## src/rtl/pic8259_pkg.sv

```systemverilog
// ---------------------------------------------------------------------------
// pic8259_pkg
// Definitions shared by the 8259A-style interrupt controller blocks.
//   - CTRL_* : control_state encodings published to the cascade-signal logic
//   - ctrl_state_t : FSM state type built on those encodings
//   - onehot_to_bin : IR one-hot vector to 3-bit level (lowest set bit wins)
// ---------------------------------------------------------------------------
package pic8259_pkg;

  localparam logic [2:0] CTRL_IDLE = 3'd0;
  localparam logic [2:0] CTRL_ACK1 = 3'd1;
  localparam logic [2:0] CTRL_ACK2 = 3'd2;
  localparam logic [2:0] CTRL_ACK3 = 3'd3;
  localparam logic [2:0] CTRL_POLL = 3'd4;

  typedef enum logic [2:0] {
    ST_IDLE = CTRL_IDLE,
    ST_ACK1 = CTRL_ACK1,
    ST_ACK2 = CTRL_ACK2,
    ST_ACK3 = CTRL_ACK3,
    ST_POLL = CTRL_POLL
  } ctrl_state_t;

  // Scan from the top down so the lowest set bit is the one that sticks;
  // a multi-hot vector therefore reports its lowest IR level.
  function automatic logic [2:0] onehot_to_bin(input logic [7:0] vec);
    logic [2:0] idx;
    idx = 3'd0;
    for (int i = 7; i >= 0; i--) begin
      if (vec[i]) begin
        idx = i[2:0];
      end else begin
        idx = idx;
      end
    end
    return idx;
  endfunction

endpackage

```

## src/rtl/inta_edge_detect.sv

```systemverilog
// ---------------------------------------------------------------------------
// inta_edge_detect
// Edge detector for the (already synchronised) INTA pin. The previous pin
// sample is held in a register that resets high (INTA idle level), so a pin
// held low through reset does not produce a falling edge.
// Ports:
//   clock  in  system clock
//   reset  in  synchronous, active-high
//   inta_n in  synchronised INTA pin
//   fall   out 1 in the first cycle the pin is seen low
//   rise   out 1 in the first cycle the pin is seen high again
// ---------------------------------------------------------------------------
module inta_edge_detect (
  input  logic clock,
  input  logic reset,
  input  logic inta_n,
  output logic fall,
  output logic rise
);

  logic inta_q_r;

  // Previous INTA sample.
  always_ff @(posedge clock) begin
    if (reset) begin
      inta_q_r <= 1'b1;
    end else begin
      inta_q_r <= inta_n;
    end
  end

  assign fall = inta_q_r & ~inta_n;
  assign rise = ~inta_q_r & inta_n;

endmodule

```

## src/rtl/interrupt_ack_sequencer.sv

```systemverilog
// ---------------------------------------------------------------------------
// interrupt_ack_sequencer
// Sequences the 8259A INTA cycle: follows the INTA pulses through
// ACK1/ACK2(/ACK3), latches the acknowledged IR level, and supplies the
// CALL opcode / vector bytes to the data bus buffer.
// Parameter:
//   CALL_OPCODE            byte driven in 8080 ACK1 (master/single only)
// Ports:
//   clock, reset           system clock, synchronous active-high reset
//   inta_n                 synchronised INTA pin
//   init_abort             ICW1 write strobe, aborts any sequence
//   mode_8086              1 = 8086 (2 pulses), 0 = 8080/85 (3 pulses)
//   cascade_slave          device acts as cascade slave
//   cascade_output_ack_2_3 grant to drive ACK2/ACK3 bytes
//   highest_request        one-hot winning IR (0 = none)
//   vector_base            ICW2 T7..T3 / A15..A11
//   address_high           ICW2 A15..A8
//   address_low_cfg        ICW1 A7..A5
//   interval_4             ICW1 ADI (1 = 4-byte spacing)
//   auto_eoi_config        ICW4 AEOI
//   poll_command           (POLL_COMMAND_EN only) OCW3 poll strobe
//   read_strobe            (POLL_COMMAND_EN only) data read strobe
//   control_state          IDLE/ACK1/ACK2/ACK3/POLL
//   acknowledge_interrupt  IR latched at ACK1, cleared when sequence ends
//   latch_in_service       1-cycle pulse when an IR is acknowledged
//   end_of_acknowledge     1-cycle pulse after the closing INTA rise
//   auto_eoi_clear         end_of_acknowledge qualified by AEOI
//   data_out               byte to data bus buffer
//   data_out_enable        drive data_out
// Optional feature macro: POLL_COMMAND_EN (poll command support).
// ---------------------------------------------------------------------------
module interrupt_ack_sequencer #(
  parameter logic [7:0] CALL_OPCODE = 8'hCD
) (
  input  logic       clock,
  input  logic       reset,
  input  logic       inta_n,
  input  logic       init_abort,
  input  logic       mode_8086,
  input  logic       cascade_slave,
  input  logic       cascade_output_ack_2_3,
  input  logic [7:0] highest_request,
  input  logic [4:0] vector_base,
  input  logic [7:0] address_high,
  input  logic [2:0] address_low_cfg,
  input  logic       interval_4,
  input  logic       auto_eoi_config,
`ifdef POLL_COMMAND_EN
  input  logic       poll_command,
  input  logic       read_strobe,
`endif
  output logic [2:0] control_state,
  output logic [7:0] acknowledge_interrupt,
  output logic       latch_in_service,
  output logic       end_of_acknowledge,
  output logic       auto_eoi_clear,
  output logic [7:0] data_out,
  output logic       data_out_enable
);

  import pic8259_pkg::*;

  logic        fall_s;
  logic        rise_s;
  ctrl_state_t state_r, state_s;
  logic        mode_8086_r, mode_8086_s;
  logic [7:0]  ack_r, ack_s;
  logic        lis_r, lis_s;
  logic        eoa_r, eoa_s;
  logic        aeoi_r;
  logic [2:0]  id_s;
  logic [7:0]  byte_s;
  logic        en_s;
  logic        pin_drive_s;

  inta_edge_detect u_edge (
    .clock  (clock),
    .reset  (reset),
    .inta_n (inta_n),
    .fall   (fall_s),
    .rise   (rise_s)
  );

  // Sequencer state and registered pulses.
  always_ff @(posedge clock) begin
    if (reset) begin
      state_r     <= ST_IDLE;
      mode_8086_r <= 1'b0;
      ack_r       <= 8'h00;
      lis_r       <= 1'b0;
      eoa_r       <= 1'b0;
      aeoi_r      <= 1'b0;
    end else begin
      state_r     <= state_s;
      mode_8086_r <= mode_8086_s;
      ack_r       <= ack_s;
      lis_r       <= lis_s;
      eoa_r       <= eoa_s;
      aeoi_r      <= eoa_s & auto_eoi_config;
    end
  end

  // Next-state logic; init_abort overrides any INTA edge in the same cycle.
  always_comb begin
    state_s     = state_r;
    mode_8086_s = mode_8086_r;
    ack_s       = ack_r;
    lis_s       = 1'b0;
    eoa_s       = 1'b0;
    if (init_abort) begin
      state_s = ST_IDLE;
      ack_s   = 8'h00;
    end else begin
      case (state_r)
        ST_IDLE: begin
          if (fall_s) begin
            state_s     = ST_ACK1;
            mode_8086_s = mode_8086;
            // No request left at INTA time: acknowledge as spurious IR7.
            ack_s       = (highest_request == 8'h00) ? 8'h80 : highest_request;
            lis_s       = 1'b1;
`ifdef POLL_COMMAND_EN
          end else if (poll_command) begin
            state_s = ST_POLL;
`endif
          end else begin
            state_s = ST_IDLE;
          end
        end
        ST_ACK1: begin
          if (fall_s) begin
            state_s = ST_ACK2;
          end else begin
            state_s = ST_ACK1;
          end
        end
        ST_ACK2: begin
          if (mode_8086_r && rise_s) begin
            state_s = ST_IDLE;
            ack_s   = 8'h00;
            eoa_s   = 1'b1;
          end else if (!mode_8086_r && fall_s) begin
            state_s = ST_ACK3;
          end else begin
            state_s = ST_ACK2;
          end
        end
        ST_ACK3: begin
          if (rise_s) begin
            state_s = ST_IDLE;
            ack_s   = 8'h00;
            eoa_s   = 1'b1;
          end else begin
            state_s = ST_ACK3;
          end
        end
`ifdef POLL_COMMAND_EN
        ST_POLL: begin
          // INTA edges are ignored while a poll read is pending.
          if (read_strobe) begin
            state_s = ST_IDLE;
            ack_s   = highest_request;
            lis_s   = 1'b1;
          end else begin
            state_s = ST_POLL;
          end
        end
`endif
        default: begin
          state_s = ST_IDLE;
        end
      endcase
    end
  end

  // The first low cycle of a pulse still shows the previous state, so the
  // bus is only driven once the state has caught up with the pulse.
  assign pin_drive_s = ~inta_n & ~fall_s;

  // Data byte selection from registered state and latched IR level.
  always_comb begin
    id_s   = onehot_to_bin(ack_r);
    byte_s = 8'h00;
    en_s   = 1'b0;
    case (state_r)
      ST_ACK1: begin
        if (!mode_8086_r && !cascade_slave) begin
          byte_s = CALL_OPCODE;
          en_s   = pin_drive_s;
        end else begin
          byte_s = 8'h00;
        end
      end
      ST_ACK2: begin
        if (cascade_output_ack_2_3) begin
          en_s = pin_drive_s;
          if (mode_8086_r) begin
            byte_s = {vector_base, id_s};
          end else if (interval_4) begin
            byte_s = {address_low_cfg, id_s, 2'b00};
          end else begin
            byte_s = {address_low_cfg[2:1], id_s, 3'b000};
          end
        end else begin
          byte_s = 8'h00;
        end
      end
      ST_ACK3: begin
        if (!mode_8086_r && cascade_output_ack_2_3) begin
          byte_s = address_high;
          en_s   = pin_drive_s;
        end else begin
          byte_s = 8'h00;
        end
      end
`ifdef POLL_COMMAND_EN
      ST_POLL: begin
        if (read_strobe) begin
          byte_s = {|highest_request, 4'b0000, onehot_to_bin(highest_request)};
          en_s   = 1'b1;
        end else begin
          byte_s = 8'h00;
        end
      end
`endif
      default: begin
        byte_s = 8'h00;
      end
    endcase
  end

  assign control_state         = state_r;
  assign acknowledge_interrupt = ack_r;
  assign latch_in_service      = lis_r;
  assign end_of_acknowledge    = eoa_r;
  assign auto_eoi_clear        = aeoi_r;
  assign data_out              = byte_s;
  assign data_out_enable       = en_s;

endmodule

```

## config.mk

```make
export PLATFORM = sky130hd
export DESIGN_NAME = interrupt_ack_sequencer
export DESIGN_NICKNAME = d
export VERILOG_FILES = /design/src/rtl/pic8259_pkg.sv /design/src/rtl/inta_edge_detect.sv /design/src/rtl/interrupt_ack_sequencer.sv
export SDC_FILE = /design/constraint.sdc
export NUM_CORES = 1
export LEC_CHECK = 0
export ABC_CLOCK_PERIOD_IN_PS = 1550
export CORE_ASPECT_RATIO = 1.5
export CORE_MARGIN = 2
export CORE_UTILIZATION = 35
export CTS_CLUSTER_SIZE = 16
export DETAILED_ROUTE_END_ITERATION = 6
export PLACE_DENSITY = 0.81
export SETUP_SLACK_MARGIN = 0.4
export SYNTH_ARGS = -nofsm -noshare
export SYNTH_HDL_FRONTEND = slang
export SYNTH_SLANG_ARGS = --single-unit
```

## constraint.sdc

```tcl
create_clock -name clock -period 1.55 [get_ports clock]
set_input_delay 0.31 -clock clock [delete_from_list [all_inputs] [get_ports clock]]
set_output_delay 0.31 -clock clock [all_outputs]
set_load 0.05 [all_outputs]
```

==> results.rst, run 1 <==
.. list-table::
   :header-rows: 1

   * - Metric
     - Value
   * - CTS buffer count
     - 3
   * - Error that ended the run
     - [ERROR DPL-0033] detailed placement checks failed during check placement.
   * - Vertical die dimension
     - 70.6 µm
   * - Share of async-settable or async-resettable flops after synthesis
     - 0
   * - Mean instance size in the synthesized netlist
     - 7.78 µm²
   * - Area share of fa/ha/maj cells after synthesis
     - 0.0484
   * - Post-placement setup slack
     - -543 ps
   * - Synth Flop Type
     - sky130_fd_sc_hd__dfxtp_1
   * - Buffer type at the clock tree root
     - sky130_fd_sc_hd__clkbuf_8
   * - Fraction of the yosys area taken by sequential cells
     - 0.290
   * - Post-place instance area
     - roughly 2200 µm²
   * - RD Place Congestion
     - 1.01
   * - Count of input and output buffers
     - 54
   * - Cell taking the most area after synthesis
     - sky130_fd_sc_hd__dfxtp_1
   * - Result of the run
     - stopped before the end
   * - Initial core utilization
     - 0.363
   * - Number of instances in the synthesized netlist
     - 133
   * - Number of buffers inserted by hold repair at cts
     - 0
   * - Syn Std Cell Area
     - between 1000 and 1500 µm²
   * - Detailed placer's ending HPWL
     - 3250 µm
   * - Maximum level of the CTS H-tree
     - 1
   * - Pin count of the biggest net entering global routing
     - 14
   * - Area share of the largest cell type after synthesis
     - 0.290
   * - Die X
     - 48.4 µm
   * - Number of enable-type register cells in the synthesized netlist
     - 0
   * - Number of distinct library cells after synthesis
     - 42
   * - Main area contributors after synthesis
     - sky130_fd_sc_hd__dfxtp_1 29%, sky130_fd_sc_hd__mux2i_1 9.7%, sky130_fd_sc_hd__nand2_1 7.6%, sky130_fd_sc_hd__ha_1 4.8%, sky130_fd_sc_hd__nor2_1 4.4%
   * - Top-Level Pins
     - 56
   * - Worst endpoint from the post-global-route timing repair
     - data_out[4]
   * - Share of cell area taken by muxes after synthesis
     - 0.0967
   * - Stage where the run ended
     - global routing (5_1_grt)
   * - Number of clock sinks
     - 15
   * - Xor and xnor area share after synthesis
     - 0
   * - # placed instances
     - 260
   * - Number of buffers on the longest clock path
     - 2
   * - Antenna violations before repair
     - 0
   * - Post-synthesis simple-gate area fraction
     - 0.306
   * - Row count
     - 24
   * - Count of state elements after synthesis
     - 15
   * - Post-Syn Nets
     - 170
   * - YS warnings
     - 0
   * - Worst endpoint type
     - top-level output
   * - Largest family of logic cells by synthesized area
     - simple AND/OR/NAND/NOR gates
   * - Synth Area in Compound Gates
     - 0.212
## through the flow
step                utilization  hold WS, ps
floorplan                     -          379
global placement          0.782          465
detailed placement        0.782          489
CTS                       0.918          408
## logic make-up after synthesis
family	Yosys count
AOI/OAI and AO/OA	32
adders and majority gates	4
buffers and inverters	9
DFF	15
muxes	10
other	1
and+or+nand+nor	62
## synth_stat cells, drive strengths merged (2+ instances only)
cell,n
a222oi,2
buf,3
a31oi,2
o21ai,5
nand3b,2
o31ai,2
a21oi,8
nor3,7
inv,6
or2,2
nand3,3
dfxtp,15
a221oi,2
nor2b,3
mux2i,10
a211oi,3
nand2,21
ha,4
nor2,15
nand2b,2
or4,2
## repair_timing
action / in CTS
gates resized for setup: 71
setup buffers: 8
pin swaps: 20
endpoints found under the setup margin: 33
==> run 2: changes to the inputs <==
==> config.mk (replaced) <==
export PLATFORM = sky130hd
export DESIGN_NAME = interrupt_ack_sequencer
export DESIGN_NICKNAME = d
export VERILOG_FILES = /design/src/rtl/pic8259_pkg.sv /design/src/rtl/inta_edge_detect.sv /design/src/rtl/interrupt_ack_sequencer.sv
export SDC_FILE = /design/constraint.sdc
export NUM_CORES = 1
export LEC_CHECK = 0
export ABC_CLOCK_PERIOD_IN_PS = 2000
export CORE_MARGIN = 2
export CORE_UTILIZATION = 25
export DETAILED_ROUTE_END_ITERATION = 6
export PLACE_DENSITY_LB_ADDON = 0.15
export SYNTH_ARGS = -nofsm -noshare
export SYNTH_HDL_FRONTEND = slang
export SYNTH_SLANG_ARGS = --single-unit
==> constraint.sdc (replaced) <==
create_clock -name clock -period 2 [get_ports clock]
set_input_delay 0.4 -clock clock [delete_from_list [all_inputs] [get_ports clock]]
set_output_delay 0.4 -clock clock [all_outputs]
set_load 0.05 [all_outputs]
==> run 2 against run 1 <==
  * The flow now finishes, with violations (negative setup slack)
  * Synthesized area unchanged
  * Synthesized cell count unchanged
==> results.rst, run 2 <==
.. list-table::
   :header-rows: 1

   * - Metric
     - Value
   * - Final Power
     - 0.836 mW
   * - Worst-case setup margin in the final layout
     - -338 ps
   * - Post-placement setup slack
     - -241 ps (was -543 ps)
   * - Largest clock skew in the final design
     - 4.92 ps
   * - Initial core utilization
     - 0.259 (was 0.363)
   * - Clock power share
     - 0.293
   * - YS warnings
     - 0 (unchanged)
   * - Avg Vias per Cell
     - 4.86
   * - Die X
     - 68.3 µm (was 48.4 µm)
   * - Fraction of the yosys area taken by sequential cells
     - 0.290 (unchanged)
   * - Syn Std Cell Area
     - 1030 µm² (unchanged)
   * - Count of input and output buffers
     - 54 (unchanged)
   * - Slew at the pin closest to its max-slew limit
     - 508 ps
   * - Share of async-settable or async-resettable flops after synthesis
     - 0 (unchanged)
   * - Violation count after the first detailed-routing iteration
     - 53
   * - Number of nets at the end of the flow
     - approximately 250
   * - TritonCTS clock tree
     - built
   * - Area Growth Syn to Fin
     - 105%
   * - Final Hold Vio Count
     - 0
   * - Reg2Reg Capture Point
     - acknowledge_interrupt[4]$_SDFFE_PP0P_
   * - Post-Syn Nets
     - 170 (unchanged)
   * - Detailed placer's ending HPWL
     - 2750 µm (was 3250 µm)
   * - Wire length of the first global-routing pass
     - 5510 µm
   * - Max reg flops
     - 8
   * - Internal power of the cells
     - 0.588 mW
   * - Data required time at the worst endpoint
     - 1600 ps
   * - Synth Flop Type
     - sky130_fd_sc_hd__dfxtp_1 (unchanged)
   * - Layout cell share with drive strength beyond 1
     - 0.349
   * - Setup repair after global routing missed its margin
     - yes
   * - Net Switching
     - 0.248 mW
   * - Share of power burned in registers
     - 0.381
   * - RD Place Congestion
     - 0.850 (was 1.01)
   * - Endpoint of the most critical setup path
     - data_out[4]
   * - Area share of the largest cell type after synthesis
     - 0.290 (unchanged)
   * - Kind of end point of the critical path
     - primary output
   * - Fraction of power spent switching nets
     - 0.296
   * - Kind of critical path
     - flop to primary output
   * - Number of enable-type register cells in the synthesized netlist
     - 0 (unchanged)
   * - Top-Level Pins
     - 56 (unchanged)
   * - Row count
     - 23 (was 24)
   * - Remaining design rule violation count
     - 0
   * - Worst min-delay path category
     - flop to flop
   * - Number of buffers on the longest clock path
     - 2 (unchanged)
   * - Most common library cell in the layout ignoring fill and taps
     - sky130_fd_sc_hd__clkdlybuf4s50_1
   * - Total number of vias
     - 1260
   * - Clock input transition at the sequential cells of the worst setup and hold paths
     - 60 ps
   * - Minimum clock period after layout
     - 2340 ps
   * - Post-synth top cells
     - 21 x sky130_fd_sc_hd__nand2_1, 15 x sky130_fd_sc_hd__dfxtp_1, 12 x sky130_fd_sc_hd__nor2_1 (unchanged)
   * - Vertical die dimension
     - 68.3 µm (was 70.6 µm)
   * - Final antenna-violating net count
     - 0
   * - Overflow left after global routing
     - 0
   * - Global routing usage summed across all routing layers
     - 0.155
   * - Largest fanout on the critical path
     - 3
   * - Post-route non-filler standard cell count
     - 259
   * - Insertion delay of the later-clocked pin in the worst-skew pair
     - 250 ps
   * - Startpoint types
     - flop
   * - Number of clock sinks
     - 15 (unchanged)
   * - Vias in the first global route
     - 1273
   * - Slack of the worst reg-to-reg path
     - 460 ps
   * - Final Cell Area
     - 2120 µm²
   * - Most frequent cells in the layout
     - 43 x sky130_fd_sc_hd__clkdlybuf4s50_1, 19 x sky130_fd_sc_hd__nand2_1, 17 x sky130_fd_sc_hd__buf_4
   * - Timing-limited maximum frequency
     - 428 MHz
   * - Final critical-path share of the clock period
     - 1.17
   * - # placed instances
     - 251 (was 260)
   * - Max VDD drop
     - 0.000338 V
   * - Main area contributors after synthesis
     - sky130_fd_sc_hd__dfxtp_1 29%, sky130_fd_sc_hd__mux2i_1 9.7%, sky130_fd_sc_hd__nand2_1 7.6%, sky130_fd_sc_hd__ha_1 4.8%, sky130_fd_sc_hd__nor2_1 4.4% (unchanged)
   * - Max-cap viol count
     - 0
   * - Count of state elements after synthesis
     - 15 (unchanged)
   * - Area of the core
     - 4000 µm²
   * - Number of distinct library cells after synthesis
     - 42 (unchanged)
   * - Number of instances in the synthesized netlist
     - 133 (unchanged)
   * - Overall routed net length
     - ~3400 µm
   * - Most numerous cell in the Yosys netlist
     - sky130_fd_sc_hd__nand2_1 (unchanged)
   * - Total of endpoints with negative setup slack in the final report
     - 9
   * - Avg WL per Cell
     - 13.1 µm
   * - Maximum level of the CTS H-tree
     - 1 (unchanged)
   * - Post-place instance area
     - 1990 µm² (was 2230 µm²)
   * - Result of the run
     - complete, but fails checks (was stopped before the end)
   * - Crit path launch
     - acknowledge_interrupt[7]$_SDFFE_PP0P_
   * - Hold_ws
     - roughly 480 ps
   * - Ant diodes
     - 0
   * - Mean instance size in the synthesized netlist
     - 7.78 µm² (unchanged)
   * - Cell taking the most area after synthesis
     - sky130_fd_sc_hd__dfxtp_1 (unchanged)
   * - Die area
     - 4670 µm²
   * - Pin count of the biggest net entering global routing
     - 14
   * - Data arrival time at the worst-slack endpoint
     - 1940 ps
   * - Failing checks
     - negative setup slack
   * - Antenna violations before repair
     - 0
   * - Buffer type at the clock tree root
     - sky130_fd_sc_hd__clkbuf_8 (unchanged)
   * - RR Startpoint
     - control_state[0]$_SDFF_PP0_
   * - Pins over their slew limit
     - 0
   * - DRT Pass-1 Iters
     - 4
   * - Number of cells on the worst reg-to-reg path
     - 8
   * - Static leakage
     - 0.774 nW
   * - Slew headroom
     - 0.660
   * - CTS buffer count
     - 3 (unchanged)
   * - Fraction of power consumed by combinational cells
     - 0.326
   * - Power density cells
     - 395 nW/µm²
run 2: critical path: stages, from the launching register on:
cell and delay [ps]:
sky130_fd_sc_hd__dfxtp_4 340, sky130_fd_sc_hd__or4_4 510, sky130_fd_sc_hd__and3_4 200, sky130_fd_sc_hd__a222oi_1 340, sky130_fd_sc_hd__a211oi_4 120, sky130_fd_sc_hd__buf_12 170
run 2: logic make-up (layout without fill, tap and decap cells):
logic type	count (synthesis)	after routing	share of synthesized area
and+or+nand+nor	62	62	0.306
adders and majority gates	4	4	0.0484
muxes	10	10	0.0967
buffers and inverters	9	85	0.0435
DFF	15	15	0.290
AOI/OAI and AO/OA	32	32	0.212
other	1	1	0.00362
run 2: through the flow:
stage	setup TNS [ps]	util
floorplan	-201	-
global placement	-1500	0.499
detailed placement	-1700	0.499
CTS	-1530	0.523
global route	-2140	0.529
finish	-1370	0.529
run 2: cell type report:
class | count | area, µm²
repair buffers | 75 | 818
flip-flops and latches | 15 | 320
multi-input cells | 109 | 841
fillers | 360 | 1880
clock buffers | 4 | 45.0
well taps | 50 | 62.6
inverters | 6 | 30.0
run 2: power groups by stage:
stage	Clock, mW	Combinational [mW]	Sequential (mW)
floorplan	0	0.103	0.355
global placement	0	0.262	0.324
detailed placement	0	0.265	0.325
CTS	0.251	0.269	0.319
global route	0.266	0.292	0.320
finish	0.245	0.272	0.319
run 2: how the worst min path moves through the flow:
stage                                                from                                     to  slack [ps]  cells after the start
finish              acknowledge_interrupt[5]$_SDFFE_PP0P_  acknowledge_interrupt[5]$_SDFFE_PP0P_         480                      2
global route        acknowledge_interrupt[5]$_SDFFE_PP0P_  acknowledge_interrupt[5]$_SDFFE_PP0P_         510                      2
CTS                 acknowledge_interrupt[5]$_SDFFE_PP0P_  acknowledge_interrupt[5]$_SDFFE_PP0P_         480                      2
global placement    acknowledge_interrupt[5]$_SDFFE_PP0P_  acknowledge_interrupt[5]$_SDFFE_PP0P_         460                      2
detailed placement  acknowledge_interrupt[5]$_SDFFE_PP0P_  acknowledge_interrupt[5]$_SDFFE_PP0P_         470                      2
floorplan                                           reset               mode_8086_r$_SDFFE_PP0P_         470                      1
run 2: repair_timing:
action / in CTS / in global routing
buffers inserted: 3 / 1
pin swaps: 9 / 6
gates resized for setup: 11 / 5
endpoints found under the setup margin: 9 / 9
hold buffers: 0 / 0
run 2: metal layers:
layer	vias up	global-route usage	wire length (µm)
met5	-	0	0
met2	46	0.273	1620
met1	570	0.187	1490
met4	0	0.0700	60
met3	6	0.0181	221
li1	638	-	-
Note: power is estimated with default switching activity, not from simulation.
==> run 3: changes to the inputs <==
--- a/config.mk
+++ b/config.mk
@@ -6,9 +6,9 @@
 export NUM_CORES = 1
 export LEC_CHECK = 0
 export ABC_CLOCK_PERIOD_IN_PS = 2000
-export CORE_MARGIN = 2
 export CORE_UTILIZATION = 25
 export DETAILED_ROUTE_END_ITERATION = 6
+export GPL_TIMING_DRIVEN = 0
 export PLACE_DENSITY_LB_ADDON = 0.15
 export SYNTH_ARGS = -nofsm -noshare
 export SYNTH_HDL_FRONTEND = slang
==> run 3 against run 2 <==
  * The run still ends with negative setup slack left
  * Cell count is 4.2% lower
  * Worst hold slack better by 10 ps
  * Count of clock-buffer cells in the layout is 1 lower
  * Flip-flop and latch count stayed put
  * Setup slack hardly changed
  * Highest routed layer unchanged
==> results.rst, run 3 (same netlist as run 2, synthesis figures left out) <==
.. list-table::
   :header-rows: 1

   * - Metric
     - Value
   * - Result of the run
     - complete, but fails checks (unchanged)
   * - Failing checks
     - negative setup slack (unchanged)
   * - Wire length of the first global-routing pass
     - 5580 µm (was 5510 µm)
   * - Avg WL per Cell
     - 13.6 µm (was 13.1 µm)
   * - Filler Cell Count
     - 387 (was 360)
   * - Number of logic stages on the critical path including buffering
     - 5 (unchanged)
   * - RR Startpoint
     - control_state[0]$_SDFF_PP0_ (unchanged)
   * - Endpoint of the most critical setup path
     - data_out[4] (unchanged)
   * - Most common library cell in the layout ignoring fill and taps
     - sky130_fd_sc_hd__clkdlybuf4s50_1 (unchanged)
   * - Slack of the worst reg-to-reg path
     - 310 ps (was 460 ps)
   * - Maximum level of the CTS H-tree
     - 1 (unchanged)
   * - Accumulated negative setup slack
     - -1350 ps (was -1370 ps)
   * - Slew at the pin closest to its max-slew limit
     - 620 ps (was 508 ps)
   * - Largest clock skew in the final design
     - 5.75 ps (was 4.92 ps)
   * - Overall routed net length
     - 3370 µm (was 3390 µm)
   * - Max VDD drop
     - 0.000368 V (was 0.000338 V)
   * - Insertion delay of the later-clocked pin in the worst-skew pair
     - 240 ps (was 250 ps)
   * - Final Hold Vio Count
     - 0 (unchanged)
   * - Reg2Reg Capture Point
     - acknowledge_interrupt[2]$_SDFFE_PP0P_ (was acknowledge_interrupt[4]$_SDFFE_PP0P_)
   * - Post-route non-filler standard cell count
     - 248 (was 259)
   * - Row count
     - 23 (unchanged)
   * - Number of buffer and inverter stages on the critical path
     - 1 (unchanged)
   * - Violation count after the first detailed-routing iteration
     - 63 (was 53)
   * - # placed instances
     - 237 (was 251)
   * - Timing-limited maximum frequency
     - 428 MHz (about the same)
   * - Data required time at the worst endpoint
     - 1600 ps (about the same)
   * - Kind of end point of the critical path
     - primary output (unchanged)
   * - Area of the core
     - 4000 µm² (unchanged)
   * - Max reg flops
     - 8 (unchanged)
   * - Slew headroom
     - 0.585 (was 0.660)
   * - Crit path launch
     - acknowledge_interrupt[7]$_SDFFE_PP0P_ (unchanged)
   * - Delay contributed by the slowest stage of the critical path
     - 520 ps (was 510 ps)
   * - Area Growth Syn to Fin
     - 91.7% (was 105%)
   * - Total of endpoints with negative setup slack in the final report
     - 8 (was 9)
   * - CP Cell Sequence
     - or4_1, and3_4, a222oi_1, a211oi_4, buf_6 (was or4_4, and3_4, a222oi_1, a211oi_4, buf_12)
   * - Max-cap viol count
     - 0 (unchanged)
   * - Hold_ws
     - 493 ps (was 483 ps)
   * - Ant diodes
     - 0 (unchanged)
   * - Antenna violations before repair
     - 0 (unchanged)
   * - Critical path's top delay family
     - simple AND/OR/NAND/NOR gates (unchanged)
   * - Number of buffers on the longest clock path
     - 2 (unchanged)
   * - Worst-case setup margin in the final layout
     - -338 ps (about the same)
   * - Pins over their slew limit
     - 0 (unchanged)
   * - Total number of vias
     - 1231 (was 1260)
   * - Number of buffers inserted by hold repair at cts
     - 0 (unchanged)
   * - Startpoint types
     - flop (unchanged)
   * - Final Cell Area
     - 1980 µm² (was 2120 µm²)
   * - Vertical die dimension
     - 66.3 µm (was 68.3 µm)
   * - Clock input transition at the sequential cells of the worst setup and hold paths
     - 60 ps (about the same)
   * - DRT Pass-1 Iters
     - 4 (unchanged)
   * - Initial core utilization
     - 0.259 (unchanged)
   * - Overflow left after global routing
     - 0 (unchanged)
   * - RD Place Congestion
     - 0.883 (was 0.850)
   * - Vias in the first global route
     - 1275 (was 1273)
   * - Pin count of the biggest net entering global routing
     - 11 (was 14)
   * - Detailed placer's ending HPWL
     - 2540 µm (was 2750 µm)
   * - Setup repair after global routing missed its margin
     - yes (unchanged)
   * - Largest fanout on the critical path
     - 3 (unchanged)
   * - CTS buffer count
     - 3 (unchanged)
   * - Count of input and output buffers
     - 54 (unchanged)
   * - Final critical-path share of the clock period
     - 1.17 (about the same)
   * - Most frequent cells in the layout
     - 43 x sky130_fd_sc_hd__clkdlybuf4s50_1, 19 x sky130_fd_sc_hd__nand2_1, 13 x sky130_fd_sc_hd__buf_6 (was 43 x sky130_fd_sc_hd__clkdlybuf4s50_1, 19 x sky130_fd_sc_hd__nand2_1, 17 x sky130_fd_sc_hd__buf_4)
   * - Buffer type at the clock tree root
     - sky130_fd_sc_hd__clkbuf_8 (unchanged)
   * - Number of nets at the end of the flow
     - 236 (was 247)
   * - Data arrival time at the worst-slack endpoint
     - 1940 ps (about the same)
   * - Number of clock sinks
     - 15 (unchanged)
   * - Die X
     - 66.3 µm (was 68.3 µm)
   * - Top-Level Pins
     - 56 (unchanged)
   * - Static leakage
     - 0.730 nW (was 0.774 nW)
   * - Die area
     - 4400 µm² (was 4670 µm²)
   * - Global routing usage summed across all routing layers
     - 0.164 (was 0.155)
   * - Power density cells
     - 413 nW/µm² (was 395 nW/µm²)
   * - Number of cells on the worst reg-to-reg path
     - 6 (was 8)
   * - Avg Vias per Cell
     - 4.96 (was 4.86)
   * - Critical Path Slowest Stage Cell
     - sky130_fd_sc_hd__or4_1 (was sky130_fd_sc_hd__or4_4)
   * - Final Power
     - 0.818 mW (was 0.836 mW)
   * - Remaining design rule violation count
     - 0 (unchanged)
   * - Worst min-delay path category
     - flop to flop (unchanged)
   * - Kind of critical path
     - flop to primary output (unchanged)
   * - Minimum clock period after layout
     - 2340 ps (about the same)
   * - Post-place instance area
     - 1770 µm² (was 1990 µm²)
   * - TritonCTS clock tree
     - built (unchanged)
   * - Final antenna-violating net count
     - 0 (unchanged)
   * - Layout cell share with drive strength beyond 1
     - 0.338 (was 0.349)
==> run 3: metal layers <==
metal | global-route usage | up-vias | share of wire
li1 | - | 614 | -
met1 | 0.202 | 563 | 0.46
met2 | 0.282 | 50 | 0.47
met3 | 0.0241 | 4 | 0.065
met4 | 0.0638 | 0 | 0.013
met5 | 0 | - | 0
==> run 3: layout make-up <==
| class | instances | area [µm²] | area share |
|---|---|---|---|
| multi-input combinational | 109 | 875 | 0.441 |
| timing repair buffer | 61 | 617 | 0.311 |
| sequential | 15 | 324 | 0.163 |
| tap | 50 | 62.6 | 0.0315 |
| clock buffer | 3 | 41.3 | 0.0208 |
| inverter | 6 | 32.5 | 0.0164 |
| buffer | 3 | 26.3 | 0.0132 |
| clock inverter | 1 | 5.00 | 0.00252 |
==> run 3: how the worst min path moves through the flow <==
stage | from | to | slack, ps | depth (start not counted)
after floorplan | reset | mode_8086_r$_SDFFE_PP0P_ | 470 | 1
after global placement | acknowledge_interrupt[3]$_SDFFE_PP0P_ | acknowledge_interrupt[3]$_SDFFE_PP0P_ | 470 | 2
after detailed placement | acknowledge_interrupt[5]$_SDFFE_PP0P_ | acknowledge_interrupt[5]$_SDFFE_PP0P_ | 480 | 2
after CTS | acknowledge_interrupt[3]$_SDFFE_PP0P_ | acknowledge_interrupt[3]$_SDFFE_PP0P_ | 490 | 2
after global routing | acknowledge_interrupt[5]$_SDFFE_PP0P_ | acknowledge_interrupt[5]$_SDFFE_PP0P_ | 510 | 2
final | acknowledge_interrupt[5]$_SDFFE_PP0P_ | acknowledge_interrupt[5]$_SDFFE_PP0P_ | 490 | 2
==> run 3: power breakdown <==
part	internal (mW)	switching, mW
sequential	0.306	0.0147
combinational	0.127	0.130
clock	0.138	0.103
==> run 3: what timing repair did <==
item | CTS | global route
gates resized for setup | 79 | 11
pin swaps | 13 | 10
setup buffers | 6 | 1
setup endpoints to repair | 9 | 9
==> run 3: through the flow <==
stage / worst slack [ps] / utilization
finish: -338 / 0.496
global route: -409 / 0.496
CTS: -382 / 0.484
detailed placement: -954 / 0.444
global placement: -938 / 0.444
floorplan: -92.5 / -
==> run 3: tightest hold or removal path, cell delays in order (launching register included) <==
cell and delay (ps):
sky130_fd_sc_hd__dfxtp_2 340, sky130_fd_sc_hd__nand2_1 60, sky130_fd_sc_hd__mux2i_1 50
